`config.mk`:
```
export PLATFORM = sky130hd
export DESIGN_NAME = memory_master_burst
export DESIGN_NICKNAME = d
export VERILOG_FILES = /design/src/rtl/memory_master_burst.sv
export SDC_FILE = /design/constraint.sdc
export NUM_CORES = 1
export LEC_CHECK = 0
export CORE_MARGIN = 2
export CORE_UTILIZATION = 30
export DETAILED_ROUTE_END_ITERATION = 7
export PLACE_DENSITY = 0.47
export SLEW_MARGIN = 20
export SYNTH_ARGS = -nofsm -noshare
export SYNTH_HDL_FRONTEND = slang
export SYNTH_SLANG_ARGS = --single-unit
```
`constraint.sdc`:
```
create_clock -name clock -period 2.9 [get_ports clock]
set_input_delay 0.29 -clock clock [delete_from_list [all_inputs] [get_ports clock]]
set_output_delay 0.29 -clock clock [all_outputs]
set_load 0.01 [all_outputs]
```
`src/rtl/memory_master_burst.sv`:
```
// Command-word driven memory bus master: register setup, single or burst request
// issue with address/ID auto-increment, and a small response FIFO with readback.
module memory_master_burst #(
   parameter int ADDR_WIDTH = 32,
   parameter int DATA_WIDTH = 24,
   parameter int ID_WIDTH   = 8,
   parameter int RESP_DEPTH = 4
) (
   input  logic                  clock,
   input  logic                  reset,
   input  logic [31:0]           in,
   output logic [31:0]           out,
   output logic [ADDR_WIDTH-1:0] msAddress,
   output logic [DATA_WIDTH-1:0] msData,
   output logic [ID_WIDTH-1:0]   msID,
   output logic                  msWrite,
   output logic                  msValid,
   input  logic                  msTaken,
   input  logic [DATA_WIDTH-1:0] smData,
   input  logic [ID_WIDTH-1:0]   smID,
   input  logic                  smValid,
   output logic                  smTaken
);

   localparam int PW = $clog2(RESP_DEPTH);
   localparam int CW = PW + 1;
   localparam int UW = ADDR_WIDTH - 24;
   localparam int EW = DATA_WIDTH + ID_WIDTH;

   localparam logic [7:0] CMD_ADDR_LOWER  = 8'd1;
   localparam logic [7:0] CMD_ADDR_UPPER  = 8'd2;
   localparam logic [7:0] CMD_DATA        = 8'd3;
   localparam logic [7:0] CMD_ID          = 8'd4;
   localparam logic [7:0] CMD_WRITE       = 8'd5;
   localparam logic [7:0] CMD_SEND        = 8'd6;
   localparam logic [7:0] CMD_GET_PENDING = 8'd7;
   localparam logic [7:0] CMD_GET_DATA    = 8'd8;
   localparam logic [7:0] CMD_GET_ID      = 8'd9;
   localparam logic [7:0] CMD_GET_VALID   = 8'd10;
   localparam logic [7:0] CMD_CLEAR       = 8'd11;
   localparam logic [7:0] CMD_BURST       = 8'd12;
   localparam logic [7:0] CMD_GET_COUNT   = 8'd13;
   localparam logic [7:0] CMD_FLUSH       = 8'd14;

   logic [7:0]            cmd;
   logic [23:0]           field;
   logic [7:0]            prev_cmd;
   logic                  cmd_edge;

   logic [15:0]           remaining;
   logic                  auto_inc;
   logic                  busy;
   logic [ADDR_WIDTH-1:0] addr_q;
   logic [DATA_WIDTH-1:0] data_q;
   logic [ID_WIDTH-1:0]   id_q;
   logic                  write_q;

   logic [EW-1:0]         fifo_mem [RESP_DEPTH];
   logic [PW-1:0]         wr_ptr;
   logic [PW-1:0]         rd_ptr;
   logic [CW-1:0]         count;
   logic                  fifo_full;
   logic                  fifo_empty;
   logic                  push;
   logic                  pop;
   logic                  flush;
   logic [EW-1:0]         head;
   logic [DATA_WIDTH-1:0] head_data;
   logic [ID_WIDTH-1:0]   head_id;

   assign cmd        = in[31:24];
   assign field      = in[23:0];
   assign cmd_edge   = (cmd != prev_cmd);
   assign busy       = (remaining != 16'd0);

   assign fifo_full  = (count == CW'(RESP_DEPTH));
   assign fifo_empty = (count == '0);
   assign flush      = (cmd == CMD_FLUSH);
   assign smTaken    = !fifo_full && !flush;
   assign push       = smValid && smTaken;
   assign pop        = (cmd == CMD_CLEAR) && cmd_edge && !fifo_empty;

   assign msAddress  = addr_q;
   assign msData     = data_q;
   assign msID       = id_q;
   assign msWrite    = write_q;
   assign msValid    = busy;

   always_ff @(posedge clock) begin
      if (reset) begin
         prev_cmd  <= '0;
         remaining <= '0;
         auto_inc  <= 1'b0;
         addr_q    <= '0;
         data_q    <= '0;
         id_q      <= '0;
         write_q   <= 1'b0;
      end else begin
         prev_cmd <= cmd;
         if (!busy) begin
            case (cmd)
               CMD_ADDR_LOWER: addr_q[23:0] <= field;
               CMD_ADDR_UPPER: addr_q[ADDR_WIDTH-1:24] <= field[UW-1:0];
               CMD_DATA:       data_q <= field[DATA_WIDTH-1:0];
               CMD_ID:         id_q <= field[ID_WIDTH-1:0];
               CMD_WRITE:      write_q <= field[0];
               CMD_SEND: begin
                  if (cmd_edge) begin
                     remaining <= 16'd1;
                     auto_inc  <= 1'b0;
                  end
               end
               CMD_BURST: begin
                  if (cmd_edge && field[15:0] != 16'd0) begin
                     remaining <= field[15:0];
                     auto_inc  <= 1'b1;
                  end
               end
               default: ;
            endcase
         end else if (msTaken) begin
            remaining <= remaining - 16'd1;
            if (auto_inc) begin
               addr_q <= addr_q + ADDR_WIDTH'(1);
               id_q   <= id_q + ID_WIDTH'(1);
            end
         end
      end
   end

   // Response FIFO pointers and occupancy; storage itself needs no reset.
   always_ff @(posedge clock) begin
      if (reset || flush) begin
         wr_ptr <= '0;
         rd_ptr <= '0;
         count  <= '0;
      end else begin
         if (push) wr_ptr <= wr_ptr + PW'(1);
         if (pop)  rd_ptr <= rd_ptr + PW'(1);
         if (push && !pop)      count <= count + CW'(1);
         else if (pop && !push) count <= count - CW'(1);
      end
   end

   always_ff @(posedge clock) begin
      if (push) fifo_mem[wr_ptr] <= {smData, smID};
   end

   assign head      = fifo_mem[rd_ptr];
   assign head_data = fifo_empty ? '0 : head[EW-1:ID_WIDTH];
   assign head_id   = fifo_empty ? '0 : head[ID_WIDTH-1:0];

   always_comb begin
      out = '0;
      case (cmd)
         CMD_GET_PENDING: out = 32'(remaining);
         CMD_GET_DATA:    out = 32'(head_data);
         CMD_GET_ID:      out = 32'(head_id);
         CMD_GET_VALID:   out = 32'(!fifo_empty);
         CMD_GET_COUNT:   out = 32'(count);
         default:         out = '0;
      endcase
   end

endmodule

```
# ---- Word-level counts from Yosys, hierarchy flattened
# Memories as Yosys holds them, arrays and structs flattened. A register that Yosys moved wholly into a read port is not among the register bits.
# Cells that the tools add are included.
dict set report word_totals {
  ff_bits 97
  out_inout_bits 99
  latchBits 0
  word_cells 97
  n_memories 1
  ram_bits 128
  input_bits 68
  rom_bits 0
}
dict set report classes {
  shifts 0
  reduce_logical 29
  n_lt_le_gt_ge 0
  n_mul 0
  n_mux 26
  n_eq_ne 22
  n_addsub 7
  n_div 0
  bitwise_logic 1
}
# name depth width read_ports rd_clocked_by_memory_dff write_ports line_no
set memory_table {}
lappend memory_table {fifo_mem 4 32 1 1 1 58} ;# logic [EW-1:0] fifo_mem [RESP_DEPTH];
# cell count
set op_table {}
lappend op_table {{one-hot mux 24 bit (5 select lines)} 1}
lappend op_table {{two-way mux 32 bit} 3}
lappend op_table {{two-way mux 16 bit} 4}
lappend op_table {{== test 8 x 4 -> 1 bit (second input constant)} 7}
lappend op_table {{two-way mux 24 bit} 2}
lappend op_table {{two-way mux 8 bit} 6}
lappend op_table {{adder 32 x 1 -> 32 bit (second input constant)} 1}
lappend op_table {{== test 8 x 3 -> 1 bit (second input constant)} 4}
lappend op_table {{one-hot mux 16 bit (2 select lines)} 1}
lappend op_table {{nonzero test 16 bit} 2}
lappend op_table {{== test 8 x 2 -> 1 bit (second input constant)} 2}
lappend op_table {{subtractor 16 x 1 -> 16 bit (second input constant)} 1}
lappend op_table {{nonzero test 2 bit} 5}
lappend op_table {{AND reduction 3 bit} 3}
lappend op_table {{adder 8 x 1 -> 8 bit (second input constant)} 1}
lappend op_table {{== test 8 x 1 -> 1 bit (second input constant)} 1}
lappend op_table {{!= test 8 bit} 1}
lappend op_table {{AND reduction 4 bit} 2}
lappend op_table {{logical AND 1 bit} 7}
lappend op_table {{two-way mux 3 bit} 2}
lappend op_table {{!= test 3 bit (second input constant)} 2}
lappend op_table {{logical NOT 1 bit} 5}
lappend op_table {{adder 2 x 1 -> 2 bit (second input constant)} 2}
lappend op_table {{two-way mux 1 bit} 4}
lappend op_table {{other kinds (12)} 16}

# ---- Depth between registers and ports, before layout
dict set report depth {
  ltp_word 8
  ltp_mapped 12
  depth_no_buf 11
}

# ---- Worst setup path before layout
# OpenSTA, ideal clock, no wires.
dict set report synth_timing {
  path_type {input port to flip-flop}
  from {in in[24]}
  to {reg count[2]}
  setup_ns 0.133
  required_time_ns 2.767
  setup_slack_ns 0.334
  n_path_buf 2
  t_arrival_ns 2.433
  stages 12
  cell_sequence {clkbuf_1 > nand3b_1 > a2bb2oi_1 > and2_1 > clkbuf_1 > ha_1 > inv_1 > fa_1 > xor2_1 > nor2_1 > xnor2_1 > nor2_1}
}
dict set report synth_via {
  elab_chain_cells 7
  elab_cells_between_ends 15
  classes_between {eq/ne: 3; mux: 1; reduce/logical: 11}
}
# element line_no
set synth_rtl {}
lappend synth_rtl {{start, declared} 11} ;# input logic [31:0] in,
lappend synth_rtl {{== test 8 x 4 -> 1 bit (*)} 78} ;# assign flush = (cmd == CMD_FLUSH);
lappend synth_rtl {{logical NOT 1 bit (*)} 79} ;# assign smTaken = !fifo_full && !flush;
lappend synth_rtl {{logical AND 1 bit (*)} 79}
lappend synth_rtl {{named net smTaken} 22} ;# output logic smTaken
lappend synth_rtl {{logical AND 1 bit (*)} 80} ;# assign push = smValid && smTaken;
lappend synth_rtl {{named net push} 64} ;# logic push;
lappend synth_rtl {{logical NOT 1 bit} 141} ;# else if (pop && !push) count <= count - CW'(1);
lappend synth_rtl {{logical AND 1 bit} 141}
lappend synth_rtl {{nonzero test 2 bit (no source line)} n/a}
lappend synth_rtl {{end signal, assigned} 140} ;# if (push && !pop) count <= count + CW'(1);
lappend synth_rtl {{end signal, assigned} 141}
lappend synth_rtl {{end, declared} 61} ;# logic [CW-1:0] count;
# The timed path passes the listed nets; every way through them passes the cells marked *.
# A chain may end at the register's enable or synchronous reset.

# ---- Worst setup path after layout
dict set report layout_timing {
  from {in in[29]}
  to {out smTaken}
}
dict set report layout_via {
  elab_chain_cells 3
}
# element line_no
set layout_rtl {}
lappend layout_rtl {{== test 8 x 4 -> 1 bit} 78}
lappend layout_rtl {{logical NOT 1 bit} 79}
lappend layout_rtl {{logical AND 1 bit} 79}
lappend layout_rtl {{end, declared} 22}
# Every way passes these cells.

==> summary.md <==
| Metric | Value |
|---|---|
| PortBufs | `158` |
| Via count | `8302` |
| Chip width | `189 µm` |
| RSZ-0062 raised after global routing | `no` |
| Yosys Warn Count | `0` |
| Vert. Die Dim | `189 µm` |
| Core area | `33600 µm²` |
| IO Pins | `167` |
| Worst-margin pin slew | `0.987 ns` |
| DRT iter0 DRCs | `527` |
| Post-DP HPWL | `22.4 mm` |
| Critical-path top delay cell | `clkdlybuf4s50_1` |
| Primary FF master, synth | `edfxtp_1` |
| TritonCTS clock tree | `yes` |
| Total grt overflow | `0` |
| Req. time, crit path | `2.61 ns` |
| Max incr delay on CP | `0.50 ns` |
| Fin cells | `1606` |
| Number of global-route vias before repair | `8162` |
| Gr usage total | `0.180` |
| Cells taking the most area after synthesis | `edfxtp_1 (37%), dfxtp_1 (19%), mux4_2 (7.0%)` |
| Initial antenna violation count | `0` |
| Post-synth EDFFs | `128` |
| Most frequent cells in the layout | `clkdlybuf4s50_1 (140), edfxtp_1 (128), nand2_1 (97)` |
| Async S/R FF share, synth | `0` |
| Number of distinct library cells after synthesis | `65` |
| Setup Crit Path Kind | `input port to primary output` |
| Run status | `finished, final reports clean` |
| Max Cap Violations | `0` |
| Num Clock Sinks | `227` |
| Share of cells above drive strength 1 | `0.176` |
| Syn avg cell area | `11.3 µm²` |
| Core Rows | `67` |
| Crit path capture type | `primary output` |
| Most used cell, CP | `buf_4` |
| Final hold vios | `0` |
| CTS Buf Count | `27` |
| Inserted Diodes | `0` |
| Post-Route WL | `32.3 mm` |
| Share of the synthesized area in the top cell type | `0.375` |
| Hold Crit Class | `input port to register` |
| Final clock skew | `0.0104 ns` |
| Post-layout min period | `2.75 ns` |
| Nets | `1218` |
| First-pass GRT wire length | `49.5 mm` |
| CP delay by family, top | `buffers and inverters` |
| Clk slew on worst S/H paths | `0.06 ns` |
| Pins Over Slew Limit | `0` |
| Achievable Freq | `363 MHz` |
| Leading cell type in the layout, fill and taps excluded | `clkdlybuf4s50_1` |
| GP Congestion | `0.832` |
| Clock Root Buffer | `clkbuf_16` |
| H-tree lvl count | `1` |
| P_leak | `0.00502 µW` |
| # setup viols final | `0` |
| Critical Path AT | `2.46 ns` |
| Buf/Inv on CP | `7` |
| Post-Syn Area | `10300 µm²` |
| Vias/cell | `5.17` |
| Seq/Total Area, Yosys | `0.568` |
| Pwr Total | `10400 µW` |
| Worst skew pair latency | `0.56 ns` |
| Pin count of the biggest net entering global routing | `85` |
| Max FO, Critical Path | `5` |
| First-pass DRT Iterations | `5` |
| Relative slew slack | `0.342` |
| Placed Cells incl. Taps | `1553` |
| Tcrit/Tclk final | `0.949` |
| Number of nets with antenna violations after routing | `0` |
| WL/cell | `20.1 µm` |
| Power per cell area | `738 nW/µm²` |
| Worst VDD drop | `0.503 mV` |
| Yosys top cell by area | `edfxtp_1` |
| Synthesized flop and latch total | `227` |
| CTS max path bufs | `3` |
| Hold buffer count at CTS | `0` |
| Area Growth Syn to Fin | `37.0%` |
| Cell Chain, Critical Path | `clkdlybuf4s50_1 > buf_4 > nor4_4 > buf_4 > buf_12 > buf_4 > nand3b_1 > a2bb2oi_1 > buf_4 > clkdlybuf4s50_1` |
| Initial Util | `0.305` |
| Cells after Synth | `908` |
| # DRC | `0` |
| Die area | `35700 µm²` |
| Crit path launch type | `input port` |
## cell families after synthesis
group                      after synthesis  share of synthesized area
DFF                                    227                      0.568
xor gates and xnor gates                18                     0.0154
other                                    1                   0.000366
adders and majority gates                9                     0.0117
muxes                                   37                     0.0752
and+or+nand+nor                        330                      0.166
buffers and inverters                   75                     0.0323
AOI/OAI and AO/OA                      211                      0.131
## metrics by stage
step / area (µm²) / TNS [ns] / hold slack [ns] / setup slack [ns] / utilization
after detailed placement: 13000 / -1.38 / 0.443 / -0.0958 / 0.387
after CTS: 14000 / 0 / 0.307 / 0.000303 / 0.416
after global placement: 13000 / -1.61 / 0.440 / -0.0951 / 0.387
after floorplan: 10300 / 0 / 0.389 / 0.334 / -
after global routing: 14000 / 0 / 0.328 / 0.0593 / 0.418
final: 14000 / 0 / 0.325 / 0.148 / 0.418
## registers in the layout, indices dropped and copies added (netlist names), named ones only
register and cells:
auto_inc 1, count 3, fifo_mem 128, msAddress 32, msData 24, msID 8
msWrite 1, prev_cmd 8, rd_ptr 2, remaining 16, wr_ptr 2
## final cells by class
type / instances / area, µm²
Clock buffer: 34 / 742
Inverter: 11 / 41.3
Tap cell: 448 / 561
Timing Repair Buffer: 261 / 2570
Multi-Input combinational cell: 613 / 4170
Sequential cell: 227 / 5830
Clock inverter: 12 / 128
Fill cell: 3274 / 19600
## worst paths after layout
| path | startpoint | endpoint | slack, ns | cells past startpoint |
|---|---|---|---|---|
| hold / removal | in[16] | msData[16] | 0.32 | 3 |
| hold reg to reg | msData[4] | msData[4] | 0.45 | 2 |
| setup / recovery | in[29] | smTaken | 0.15 | 10 |
| setup reg to reg | remaining[1] | msID[7] | 0.31 | 9 |
## cells in the mapped netlist (all sizes together) (4+ instances only)
cell type / instances
xor2: 6
a31oi: 9
nand4: 14
inv: 11
o21ai: 44
o21a: 5
mux2i: 5
o31ai: 4
a32o: 5
a211oi: 4
ha: 8
nand2: 97
a221o: 5
nand2b: 4
and2: 7
nor2: 55
or2: 5
clkbuf: 36
and4: 5
edfxtp: 128
mux4: 32
nand3: 28
or4: 6
a22o: 9
nor2b: 16
a21oi: 79
o32ai: 14
a22oi: 9
dfxtp: 99
and3: 32
xnor2: 12
nor4: 17
nor3: 25
o22ai: 4
nor3b: 5
buf: 28
nand4b: 4
o31a: 5
## metal layers
metal,vias up,part of all wire,track usage,routed length (µm)
met3,56,0.055,0.0310,1760
met4,0,0.031,0.0565,994
met2,253,0.47,0.301,15300
met1,4082,0.44,0.237,14300
met5,-,0,0,0
li1,3911,-,-,-
## worst register-to-register path, delay by kind of cell, from the launching register on
kind | cells | cell delay [ns]
AO/OA/AOI/OAI | 4 | 1.32
adder cells (fa/ha/maj) | 1 | 0.15
buffers and inverters | 2 | 0.23
flip-flops | 1 | 0.35
AND/OR/NAND/NOR | 2 | 0.47
## where the power goes
part / internal, µW / switching (µW) / total (µW)
combinational: 1240 / 1830 / 3070
sequential: 3750 / 193 / 3940
clock: 1980 / 1360 / 3350
## timing repair
action                                  in CTS  in global routing
hold endpoints to repair                     0                  0
gates resized for setup                     10                 21
endpoints found under the setup margin      17                 20
pin swaps                                    2                  0
cloned                                       1                  0
setup buffers                                6                  0
Power figures use the tool's default switching activity.
